<file path="config.mk">
export PLATFORM = sky130hd
export DESIGN_NAME = arm_multicycle_ctrl
export DESIGN_NICKNAME = d
export VERILOG_FILES = /design/src/rtl/arm_ctrl_pkg.sv /design/src/rtl/arm_multicycle_ctrl_cond_eval.sv /design/src/rtl/arm_multicycle_ctrl.sv
export SDC_FILE = /design/constraint.sdc
export NUM_CORES = 1
export LEC_CHECK = 0
export CORE_ASPECT_RATIO = 1.25
export CORE_MARGIN = 2
export CORE_UTILIZATION = 47
export DETAILED_ROUTE_END_ITERATION = 8
export PLACE_DENSITY = 0.8
export SETUP_SLACK_MARGIN = 0.5
export SLEW_MARGIN = 20
export SYNTH_ARGS = -nofsm -noshare
export SYNTH_HDL_FRONTEND = slang
export SYNTH_SLANG_ARGS = --single-unit
</file>
<file path="constraint.sdc">
create_clock -name clk -period 4.45 [get_ports clk]
set_input_delay 1.335 -clock clk [delete_from_list [all_inputs] [get_ports clk]]
set_output_delay 1.335 -clock clk [all_outputs]
set_load 0.05 [all_outputs]
</file>
<file path="src/rtl/arm_ctrl_pkg.sv">
// Shared encodings for the ARM multicycle control unit: FSM states, condition
// codes, instruction classes, register-file write selects and per-state controls.
package arm_ctrl_pkg;

  typedef enum logic [2:0] {
    ST_IDLE   = 3'd0,
    ST_FETCH  = 3'd1,
    ST_DECODE = 3'd2,
    ST_EXEC   = 3'd3,
    ST_MEM    = 3'd4,
    ST_WB     = 3'd5,
    ST_FAULT  = 3'd6
  } state_e;

  localparam logic [3:0] COND_EQ = 4'h0;
  localparam logic [3:0] COND_NE = 4'h1;
  localparam logic [3:0] COND_CS = 4'h2;
  localparam logic [3:0] COND_CC = 4'h3;
  localparam logic [3:0] COND_MI = 4'h4;
  localparam logic [3:0] COND_PL = 4'h5;
  localparam logic [3:0] COND_VS = 4'h6;
  localparam logic [3:0] COND_VC = 4'h7;
  localparam logic [3:0] COND_HI = 4'h8;
  localparam logic [3:0] COND_LS = 4'h9;
  localparam logic [3:0] COND_GE = 4'hA;
  localparam logic [3:0] COND_LT = 4'hB;
  localparam logic [3:0] COND_GT = 4'hC;
  localparam logic [3:0] COND_LE = 4'hD;
  localparam logic [3:0] COND_AL = 4'hE;
  localparam logic [3:0] COND_NV = 4'hF;

  typedef enum logic [1:0] {
    CLS_DP    = 2'd0,
    CLS_LS    = 2'd1,
    CLS_BR    = 2'd2,
    CLS_UNDEF = 2'd3
  } cls_e;

  localparam logic [1:0] WSEL_ALU  = 2'd0;
  localparam logic [1:0] WSEL_MEM  = 2'd1;
  localparam logic [1:0] WSEL_LINK = 2'd2;

  // TST/TEQ/CMP/CMN only update flags and never write a register.
  localparam logic [3:0] OP_CMP_LO = 4'b1000;
  localparam logic [3:0] OP_CMP_HI = 4'b1011;

  typedef struct packed {
    logic       mem_req;
    logic       mem_we;
    logic       mem_addr_sel;
    logic       pc_we;
    logic       pc_sel;
    logic       alu_en;
    logic       flags_we;
    logic       rf_we;
    logic [1:0] rf_wsel;
  } ctrl_t;

  // Register-offset encodings with bit 4 set in the 011 space are architecturally undefined.
  function automatic cls_e instr_class(input logic [2:0] op, input logic bit4);
    cls_e cls;
    cls = CLS_UNDEF;
    if (op[2:1] == 2'b00) begin
      cls = CLS_DP;
    end else if (op == 3'b010 || (op == 3'b011 && !bit4)) begin
      cls = CLS_LS;
    end else if (op == 3'b101) begin
      cls = CLS_BR;
    end
    return cls;
  endfunction

  function automatic ctrl_t state_ctrl(input state_e st, input cls_e cls, input logic l_bit);
    ctrl_t c;
    c = '0;
    case (st)
      ST_FETCH: begin
        c.mem_req = 1'b1;
      end
      ST_DECODE: begin
        c.pc_we = 1'b1;
      end
      ST_EXEC: begin
        c.alu_en = 1'b1;
        if (cls == CLS_DP) begin
          c.flags_we = l_bit;
        end
        if (cls == CLS_BR) begin
          c.pc_we  = 1'b1;
          c.pc_sel = 1'b1;
        end
      end
      ST_MEM: begin
        c.mem_req      = 1'b1;
        c.mem_addr_sel = 1'b1;
        c.mem_we       = ~l_bit;
      end
      ST_WB: begin
        c.rf_we = 1'b1;
        case (cls)
          CLS_LS:  c.rf_wsel = WSEL_MEM;
          CLS_BR:  c.rf_wsel = WSEL_LINK;
          default: c.rf_wsel = WSEL_ALU;
        endcase
      end
      default: c = '0;
    endcase
    return c;
  endfunction

endpackage

</file>
<file path="src/rtl/arm_multicycle_ctrl_cond_eval.sv">
// ARM condition-code evaluator: decides whether an instruction executes given NZCV.
module arm_cond_eval
  import arm_ctrl_pkg::*;
(
  input  logic [3:0] cond,
  input  logic [3:0] nzcv,
  output logic       pass
);

  logic n, z, c, v;
  assign {n, z, c, v} = nzcv;

  always_comb begin
    pass = 1'b0;
    case (cond)
      COND_EQ: pass = z;
      COND_NE: pass = ~z;
      COND_CS: pass = c;
      COND_CC: pass = ~c;
      COND_MI: pass = n;
      COND_PL: pass = ~n;
      COND_VS: pass = v;
      COND_VC: pass = ~v;
      COND_HI: pass = c & ~z;
      COND_LS: pass = ~c | z;
      COND_GE: pass = (n == v);
      COND_LT: pass = (n != v);
      COND_GT: pass = ~z & (n == v);
      COND_LE: pass = z | (n != v);
      COND_AL: pass = 1'b1;
      default: pass = 1'b0;
    endcase
  end

endmodule

</file>
<file path="src/rtl/arm_multicycle_ctrl.sv">
// Multicycle ARM control FSM: fetch/decode/execute/memory/writeback sequencing,
// instruction register, memory timeout and retired-instruction counter.
module arm_multicycle_ctrl
  import arm_ctrl_pkg::*;
#(
  parameter int INSTR_W     = 32,
  parameter int MEM_TIMEOUT = 16,
  parameter int ENABLE_COND = 1,
  parameter int RETIRE_W    = 32
) (
  input  logic                clk,
  input  logic                reset,
  input  logic [INSTR_W-1:0]  mem_rdata,
  input  logic                mem_ready,
  input  logic [3:0]          flags_nzcv,
  output logic [INSTR_W-1:0]  ir,
  output logic                mem_req,
  output logic                mem_we,
  output logic                mem_addr_sel,
  output logic                pc_we,
  output logic                pc_sel,
  output logic                alu_en,
  output logic                flags_we,
  output logic                rf_we,
  output logic [1:0]          rf_wsel,
  output logic                retired,
  output logic                undef,
  output logic                fault,
  output logic [RETIRE_W-1:0] retire_count,
  output logic [2:0]          state
);

  localparam int TMO_W = $clog2(MEM_TIMEOUT + 2);
  localparam logic [TMO_W-1:0] TMO_LIMIT = TMO_W'(MEM_TIMEOUT);
  localparam bit TMO_ON = (MEM_TIMEOUT != 0);

  state_e                state_q, state_d;
  logic [INSTR_W-1:0]    ir_q, ir_d;
  logic [TMO_W-1:0]      tmo_q, tmo_d;
  ctrl_t                 ctrl_q, ctrl_d;
  logic                  retired_q, retired_d;
  logic                  undef_q, undef_d;
  logic                  fault_q, fault_d;
  logic [RETIRE_W-1:0]   retire_count_q, retire_count_d;

  logic cond_pass, cond_ok, is_cmp;
  cls_e cls;

  arm_cond_eval u_cond (
    .cond (ir_q[31:28]),
    .nzcv (flags_nzcv),
    .pass (cond_pass)
  );

  assign cond_ok = (ENABLE_COND != 0) ? cond_pass : 1'b1;
  assign cls     = instr_class(ir_q[27:25], ir_q[4]);
  assign is_cmp  = (ir_q[24:21] >= OP_CMP_LO) && (ir_q[24:21] <= OP_CMP_HI);

  // Memory handshake: mem_req is a registered level raised on entry to FETCH/MEM
  // and held, with mem_we/mem_addr_sel, until a cycle where mem_ready=1 is sampled;
  // mem_ready seen while mem_req=0 has no effect.
  always_comb begin
    state_d   = state_q;
    ir_d      = ir_q;
    tmo_d     = tmo_q;
    retired_d = 1'b0;
    undef_d   = 1'b0;
    case (state_q)
      ST_IDLE: state_d = ST_FETCH;
      ST_FETCH, ST_MEM: begin
        if (mem_ready) begin
          if (state_q == ST_FETCH) begin
            ir_d    = mem_rdata;
            state_d = ST_DECODE;
          end else if (ir_q[20]) begin
            state_d = ST_WB;
          end else begin
            retired_d = 1'b1;
            state_d   = ST_FETCH;
          end
        end else if (TMO_ON && tmo_q == TMO_LIMIT) begin
          state_d = ST_FAULT;
        end else if (TMO_ON) begin
          tmo_d = tmo_q + TMO_W'(1);
        end
      end
      ST_DECODE: begin
        if (ir_q[31:28] == COND_NV) begin
          undef_d = 1'b1;
          state_d = ST_FETCH;
        end else if (!cond_ok) begin
          retired_d = 1'b1;
          state_d   = ST_FETCH;
        end else if (cls == CLS_UNDEF) begin
          undef_d = 1'b1;
          state_d = ST_FETCH;
        end else begin
          state_d = ST_EXEC;
        end
      end
      ST_EXEC: begin
        case (cls)
          CLS_DP: begin
            if (is_cmp) begin
              retired_d = 1'b1;
              state_d   = ST_FETCH;
            end else begin
              state_d = ST_WB;
            end
          end
          CLS_LS: state_d = ST_MEM;
          CLS_BR: begin
            if (ir_q[24]) begin
              state_d = ST_WB;
            end else begin
              retired_d = 1'b1;
              state_d   = ST_FETCH;
            end
          end
          default: state_d = ST_FETCH;
        endcase
      end
      ST_WB: begin
        retired_d = 1'b1;
        state_d   = ST_FETCH;
      end
      ST_FAULT: state_d = ST_FAULT;
      default:  state_d = ST_IDLE;
    endcase

    if ((state_d == ST_FETCH || state_d == ST_MEM) && state_d != state_q) begin
      tmo_d = '0;
    end

    // Outputs are registered from the next state so they line up with it;
    // retired/undef therefore pulse in the cycle after the deciding state.
    ctrl_d         = state_ctrl(state_d, instr_class(ir_d[27:25], ir_d[4]), ir_d[20]);
    fault_d        = (state_d == ST_FAULT);
    retire_count_d = retire_count_q + {{(RETIRE_W-1){1'b0}}, retired_d};
  end

  always_ff @(posedge clk or negedge reset) begin
    if (!reset) begin
      state_q        <= ST_IDLE;
      ir_q           <= '0;
      tmo_q          <= '0;
      ctrl_q         <= '0;
      retired_q      <= 1'b0;
      undef_q        <= 1'b0;
      fault_q        <= 1'b0;
      retire_count_q <= '0;
    end else begin
      state_q        <= state_d;
      ir_q           <= ir_d;
      tmo_q          <= tmo_d;
      ctrl_q         <= ctrl_d;
      retired_q      <= retired_d;
      undef_q        <= undef_d;
      fault_q        <= fault_d;
      retire_count_q <= retire_count_d;
    end
  end

  assign ir           = ir_q;
  assign mem_req      = ctrl_q.mem_req;
  assign mem_we       = ctrl_q.mem_we;
  assign mem_addr_sel = ctrl_q.mem_addr_sel;
  assign pc_we        = ctrl_q.pc_we;
  assign pc_sel       = ctrl_q.pc_sel;
  assign alu_en       = ctrl_q.alu_en;
  assign flags_we     = ctrl_q.flags_we;
  assign rf_we        = ctrl_q.rf_we;
  assign rf_wsel      = ctrl_q.rf_wsel;
  assign retired      = retired_q;
  assign undef        = undef_q;
  assign fault        = fault_q;
  assign retire_count = retire_count_q;
  assign state        = state_q;

endmodule

</file>
==> results by group, run 1 <==
Logic synthesis
  • Syn nets: 363
  • Seq/Total Area, Yosys: a little over half
  • Mapped Area: 0.00388 mm²
  • Synthesized instance count: 320
  • Top post-synthesis cells by area: dfrtp_1 55%, mux2_2 8.7%, xnor2_1 5.4%
  • Count leader, synth: dfrtp_1
  • Netlist cell types: between 50 and 60
  • Synth Area per Inst: around 12 µm²
  • Dominant cell type by area after synthesis: dfrtp_1
  • Top-area cell type share of the netlist area: 54.9%
  • Synth top cells by count: 85 x dfrtp_1, 30 x mux2_2, 24 x xnor2_1
  • Post-synth EDFFs: 0
  • Synthesized flop and latch total: 85
  • Commonest register cell after synthesis: dfrtp_1
  • Ys Warns: 0
  • Share of flip-flops with an asynchronous set or reset: 100%

Global routing
  • Met1 usage: 24.2%
  • Largest net degree at the start of global routing: between 80 and 90
  • Total track usage: 18.8%
  • Met3 Use GR: under 10%
  • First-pass GRT wire length: between 10 and 15 mm
  • M2 GR Usage: 30.1%
  • Initial antenna violation count: 0
  • Number of global-route vias before repair: 2891
  • Most used routing layer: met2
  • GRT overflow: 0

Timing
  • Fmax: ~0.27 GHz
  • Period minus WS final: 3.75 ns
  • Final WS setup: 0.696 ns
  • Max Clock Skew: around 0.0064 ns
  • Worst hold margin: 0.494 ns
  • RSZ-0062 raised after global routing: no
  • Final Hold Vio Count: 0
  • Count of final setup violators: 0
  • Relative slew slack: 49.4%
  • Total negative slack: 0 ns
  • Worst-Margin Slew: between 0.7 and 0.8 ns
  • Slew Limit Fails: 0
  • Final period utilization: 84.4%

Clock network
  • Root buffer cell: clkbuf_8
  • Htree depth: 3
  • CTS tree: done
  • Worst-Skew Late Latency: 0.35 ns
  • Hold Buf Count CTS: 0
  • # clock sinks: 85
  • Clk buf depth: 2
  • Clock-pin slew on the worst setup and hold paths: roughly 0.08 ns
  • CTS buffer count: 9

Critical path
  • Highest fanout seen on the critical path: 4
  • Worst Setup End Kind: flip-flop
  • Req. time, crit path: approximately 4.7 ns
  • Startpoint Class: input pin
  • Critical path's top delay family: simple AND/OR/NAND/NOR gates
  • Crit-path slowest cell: a2111oi_4
  • CP arrival: 4.00 ns
  • Crit path from: flags_nzcv[0]
  • R2r startpoint: ir[30]
  • CP Buf/Inv Count: 2
  • Kind of critical path: in2reg
  • Crit-path cells: clkbuf_2 -> buf_4 -> nand4b_1 -> a311oi_2 -> a2111oi_4 -> nand3_2 -> o21ai_2 -> ha_2 -> ha_2 -> and3_4 -> nor3b_4 -> nand4_1 -> nor2_4 -> nand4_1 -> xnor2_1
  • Max stage delay on crit path: 0.34 ns

Run
  • Max cap viols: 0

Floorplanning
  • Core Region: 0.00810 mm²
  • Initial Utilization: 47.9%
  • Io pins: 119
  • Row Count: 37
  • Die W: 85.2 µm
  • Die area: between 0.008 and 0.009 mm²
  • Die height: 106 µm

Status
  • Status: completed

Place
  • Pre-CTS setup slack: -0.113 ns
  • Post-DP HPWL: between 6 and 7 mm
  • Buffers on Ports: 118
  • Routability cong.: 0.848

Power
  • Leakage power: roughly 2.3 nW
  • Power Density: about 720 mW/mm²
  • IR drop worst, VDD: 519 µV

Drt
  • Vias: 2930
  • DR DRC count: 0
  • Wire per inst: 15.2 µm
  • Drt pass-1 iters: 4
  • Initial DRC Count: 71
  • ANT nets after route: 0
  • Post-Route WL: 8.42 mm
  • Vias/cell: ~5.3

Worst hold path
  • Min-delay worst type: reg2reg
  • HP Start: retire_count[22]

Final layout
  • Ant. Diodes: 0
  • Proportion of layout cells with a drive suffix above 1: 20.2%
  • Nets@finish: 493
  • Area Growth Syn to Fin: 42.1%
## metal layers
layer  vias up  share of wire, %  wire [µm]
li1       1391                 -          -
met1      1432                43       3630
met2        98                49       4090
met3         9               7.2        607
met4         0               1.1         93
met5         -                 0          0
## power breakdown
group / switching [W] / internal, W / leakage [nW] / total, W
logic: 0.00124 / 0.000759 / 1.12 / 0.00200
clock network: 0.000272 / 0.000445 / 0.136 / 0.000717
registers: 0.000234 / 0.000996 / 1.09 / 0.00123
## through the flow
step / total power [W] / util (%) / area, µm² / instances
2_1_floorplan: 0.00261 / - / 3890 / 320
3_3_place_gp: 0.00321 / 64.2 / 5200 / 535
3_5_place_dp: 0.00324 / 64.2 / 5200 / 535
4_1_cts: 0.00397 / 67.8 / 5490 / 552
5_1_grt: 0.00415 / 68.0 / 5510 / 552
6_report: 0.00395 / 68.0 / 5510 / 552
## final timing paths
path,slack [ns],endpoint,depth (start not counted)
min in group asynchronous,1.01,retire_count[18],1
hold / removal,0.49,retire_count[22],1
max in group asynchronous,2.90,ir[20],1
hold reg to reg,0.49,retire_count[22],1
setup / recovery,0.70,retire_count[26],15
setup reg to reg,1.22,retire_count[26],13
## final cells by class
class                   count  area [µm²]
clock inverters             6         134
flip-flops and latches     85        2130
multi-input cells         212        1690
inverters                  12        45.0
repair buffers            130        1250
clock buffers              10         138
well taps                  97         121
fillers                   599        2590
## kinds of logic after synthesis
| kind of cell | after synthesis | share of synthesized area, % |
|---|---|---|
| flip-flops | 85 | 54.9 |
| XOR/XNOR | 35 | 8.10 |
| adder cells (fa/ha/maj) | 4 | 1.29 |
| AO/OA/AOI/OAI | 36 | 8.46 |
| multiplexers | 32 | 9.23 |
| AND/OR/NAND/NOR | 105 | 15.1 |
| buffers and inverters | 23 | 2.94 |
## placed cells by master, fill, tap and decap left out, drive strengths merged, types with 6 or more instances in the layout
master	count
and3	8
nor2	20
nand4	9
o21ai	12
clkdlybuf4s50	113
nand2	23
xnor2	25
inv	12
dfrtp	85
xor2	10
nand3	11
buf	13
a21oi	6
clkbuf	14
mux2	30
## worst register-to-register path, delay by kind of cell (launching register included)
kind,cells,cell delay [ns]
and+or+nand+nor,7,1.16
muxes,1,0.27
adders and majority gates,2,0.38
AOI/OAI and AO/OA,2,0.59
xor gates and xnor gates,1,0.15
DFF,1,0.57
## flip-flops by register name (all words and copies together), names as in the netlist, 2 cells and up
signal / flops
retire_count: 32
state: 3
ir: 32
tmo_q: 5
rf_wsel: 2
## what timing repair did
| item | in CTS | in global routing |
|---|---|---|
| setup buffers | 1 | 0 |
| gates cloned | 0 | 0 |
| endpoints found under the setup margin | 17 | 10 |
| resized for setup | 8 | 15 |
| hold endpoints to repair | 0 | 0 |
| pin swaps | 4 | 12 |
No activity file was read; power rests on OpenSTA's default activity.
==> run 2: changes to the inputs <==
==> constraint.sdc (replaced) <==
create_clock -name clk -period 3.55 [get_ports clk]
set_input_delay 1.065 -clock clk [delete_from_list [all_inputs] [get_ports clk]]
set_output_delay 1.065 -clock clk [all_outputs]
set_load 0.05 [all_outputs]
==> results by group, run 2 (synthesis gave the netlist of run 1 again) <==
Floorplanning
  • Die height: roughly 110 µm
  • Die area: 0.00900 mm²
  • Die W: ~85 µm
  • Core Region: 0.00810 mm²
  • Io pins: between 100 and 150
  • Initial Utilization: 47.9%
  • Row Count: 37

Clock network
  • Clk buf depth: 2
  • Root buffer cell: clkbuf_8
  • Worst-Skew Late Latency: 0.35 ns
  • # clock sinks: 85
  • Htree depth: 3
  • CTS tree: done
  • CTS buffer count: 9
  • Clock-pin slew on the worst setup and hold paths: 0.08 ns

Power
  • IR drop worst, VDD: 667 µV
  • Leakage power: 2.42 nW
  • Power Density: 855 mW/mm²
  • Pwr Total: 0.00490 W

Timing
  • Max Clock Skew: 0.0112 ns
  • RSZ-0062 raised after global routing: yes
  • Fmax: 0.306 GHz
  • Relative slew slack: between 40% and 50%
  • Final Hold Vio Count: 0
  • Count of final setup violators: 0
  • Period minus WS final: ~3.3 ns
  • Final period utilization: approximately 92%
  • Slew Limit Fails: 0
  • Worst-Margin Slew: 0.764 ns
  • Worst hold margin: a little under 0.5 ns

Critical path
  • Highest fanout seen on the critical path: 5
  • CP Buf/Inv Count: 1
  • Crit-path cells: buf_12 -> mux2i_4 -> nor4_4 -> a2111oi_4 -> nand3_2 -> o21ai_2 -> ha_2 -> ha_4 -> and3_4 -> nor3b_4 -> nand4_1 -> nor2_2 -> nand4_1 -> xnor2_1
  • CP arrival: 3.50 ns
  • Startpoint Class: input pin
  • Crit-path slowest cell: a2111oi_4
  • Kind of critical path: in2reg
  • Worst Setup End Kind: flip-flop
  • Critical path's top delay family: simple AND/OR/NAND/NOR gates
  • CP most frequent cell: nand4_1
  • Req. time, crit path: 3.79 ns
  • Max stage delay on crit path: 0.40 ns

Place
  • Buffers on Ports: 118
  • # placed instances: 541
  • Placed inst area: 0.00529 mm²
  • Routability cong.: roughly 0.76
  • Post-DP HPWL: 6.33 mm

Global routing
  • Largest net degree at the start of global routing: 86
  • Total track usage: 20.3%
  • GRT overflow: 0
  • Number of global-route vias before repair: just over 3000
  • First-pass GRT wire length: 14.5 mm
  • Initial antenna violation count: 0

Drt
  • Initial DRC Count: ~110
  • ANT nets after route: 0
  • Vias: 2978
  • Drt pass-1 iters: 4
  • Post-Route WL: 8.88 mm
  • Wire per inst: 15.7 µm
  • Vias/cell: between 5 and 6
  • DR DRC count: 0

Final layout
  • Final core occ: between 70 and 80%
  • Proportion of layout cells with a drive suffix above 1: 26.1%
  • Fill count: 549
  • Post-route insts no fill: 564
  • Multi-input combinational cell area: around 0.0018 mm²
  • Post-route cell area: 0.00573 mm²
  • Reg area: 0.00213 mm²
  • Area Growth Syn to Fin: 47.7%
  • Commonest cells after routing, fill and taps aside: 112 x clkdlybuf4s50_1, 84 x dfrtp_1, 30 x mux2_2, 22 x xnor2_1, 21 x nand2_1
  • Ant. Diodes: 0
  • Commonest non-fill, non-tap cell in the layout: clkdlybuf4s50_1
  • Nets@finish: approximately 510

Worst hold path
  • Min-delay worst type: reg2reg

Run
  • Max cap viols: 0

Status
  • Status: completed
run 2: area by class of cell:
type / instances / share of cell area (%)
tap: 97 / 2.12
clock buffer: 9 / 2.16
inverter: 12 / 0.787
clock inverter: 7 / 1.46
sequential: 85 / 37.2
timing repair buffer: 142 / 24.3
multi-input combinational: 212 / 32.0
run 2: worst reg2reg max path, cell delays in order (launching register included):
cell and delay (ns):
dfrtp_1 0.67, nand3b_1 0.20, a311oi_2 0.13, a2111oi_4 0.36, nand3_2 0.15, o21ai_2 0.18, ha_2 0.23, ha_4 0.13
and3_4 0.18, nor3b_4 0.24, nand4_1 0.17, nor2_2 0.18, nand4_1 0.12, xnor2_1 0.14
run 2: worst paths after layout:
kind | start | to | slack, ns | cells past startpoint
setup / recovery | flags_nzcv[3] | retire_count[30] | 0.28 | 14
hold / removal | retire_count[31] | retire_count[31] | 0.48 | 1
setup reg to reg | ir[31] | retire_count[30] | 0.38 | 13
hold reg to reg | retire_count[31] | retire_count[31] | 0.48 | 1
max in group asynchronous | reset | ir[30] | 2.26 | 1
min in group asynchronous | reset | retire_count[7] | 0.77 | 1
run 2: what timing repair did:
action | in CTS | in global routing
gates cloned | 0 | 0
setup endpoints to repair | 29 | 25
hold buffers | 0 | 0
setup buffers | 5 | 2
gates resized for setup | 43 | 17
pin swaps | 23 | 15
run 2: stage by stage:
step | TNS [ns] | setup WS, ns
3_5_place_dp | -11.14 | -0.616
4_1_cts | 0 | 0.270
5_1_grt | 0 | 0.127
2_1_floorplan | -0.0809 | -0.0442
3_3_place_gp | -8.90 | -0.510
6_report | 0 | 0.284
run 2: report_power, final:
| group | switching (W) | internal [W] |
|---|---|---|
| Combinational | 0.00160 | 0.00101 |
| Sequential | 0.000315 | 0.00125 |
| Clock | 0.000375 | 0.000340 |
| Total | 0.00229 | 0.00260 |
run 2: per-layer routing:
metal | vias up | share of wire (%) | routed length, µm | global-route usage, %
li1 | 1410 | - | - | -
met1 | 1455 | 39 | 3470 | 23.9
met2 | 102 | 53 | 4670 | 35.4
met3 | 11 | 7.1 | 633 | 5.25
met4 | 0 | 1.1 | 99 | 7.48
met5 | - | 0 | 0 | 0
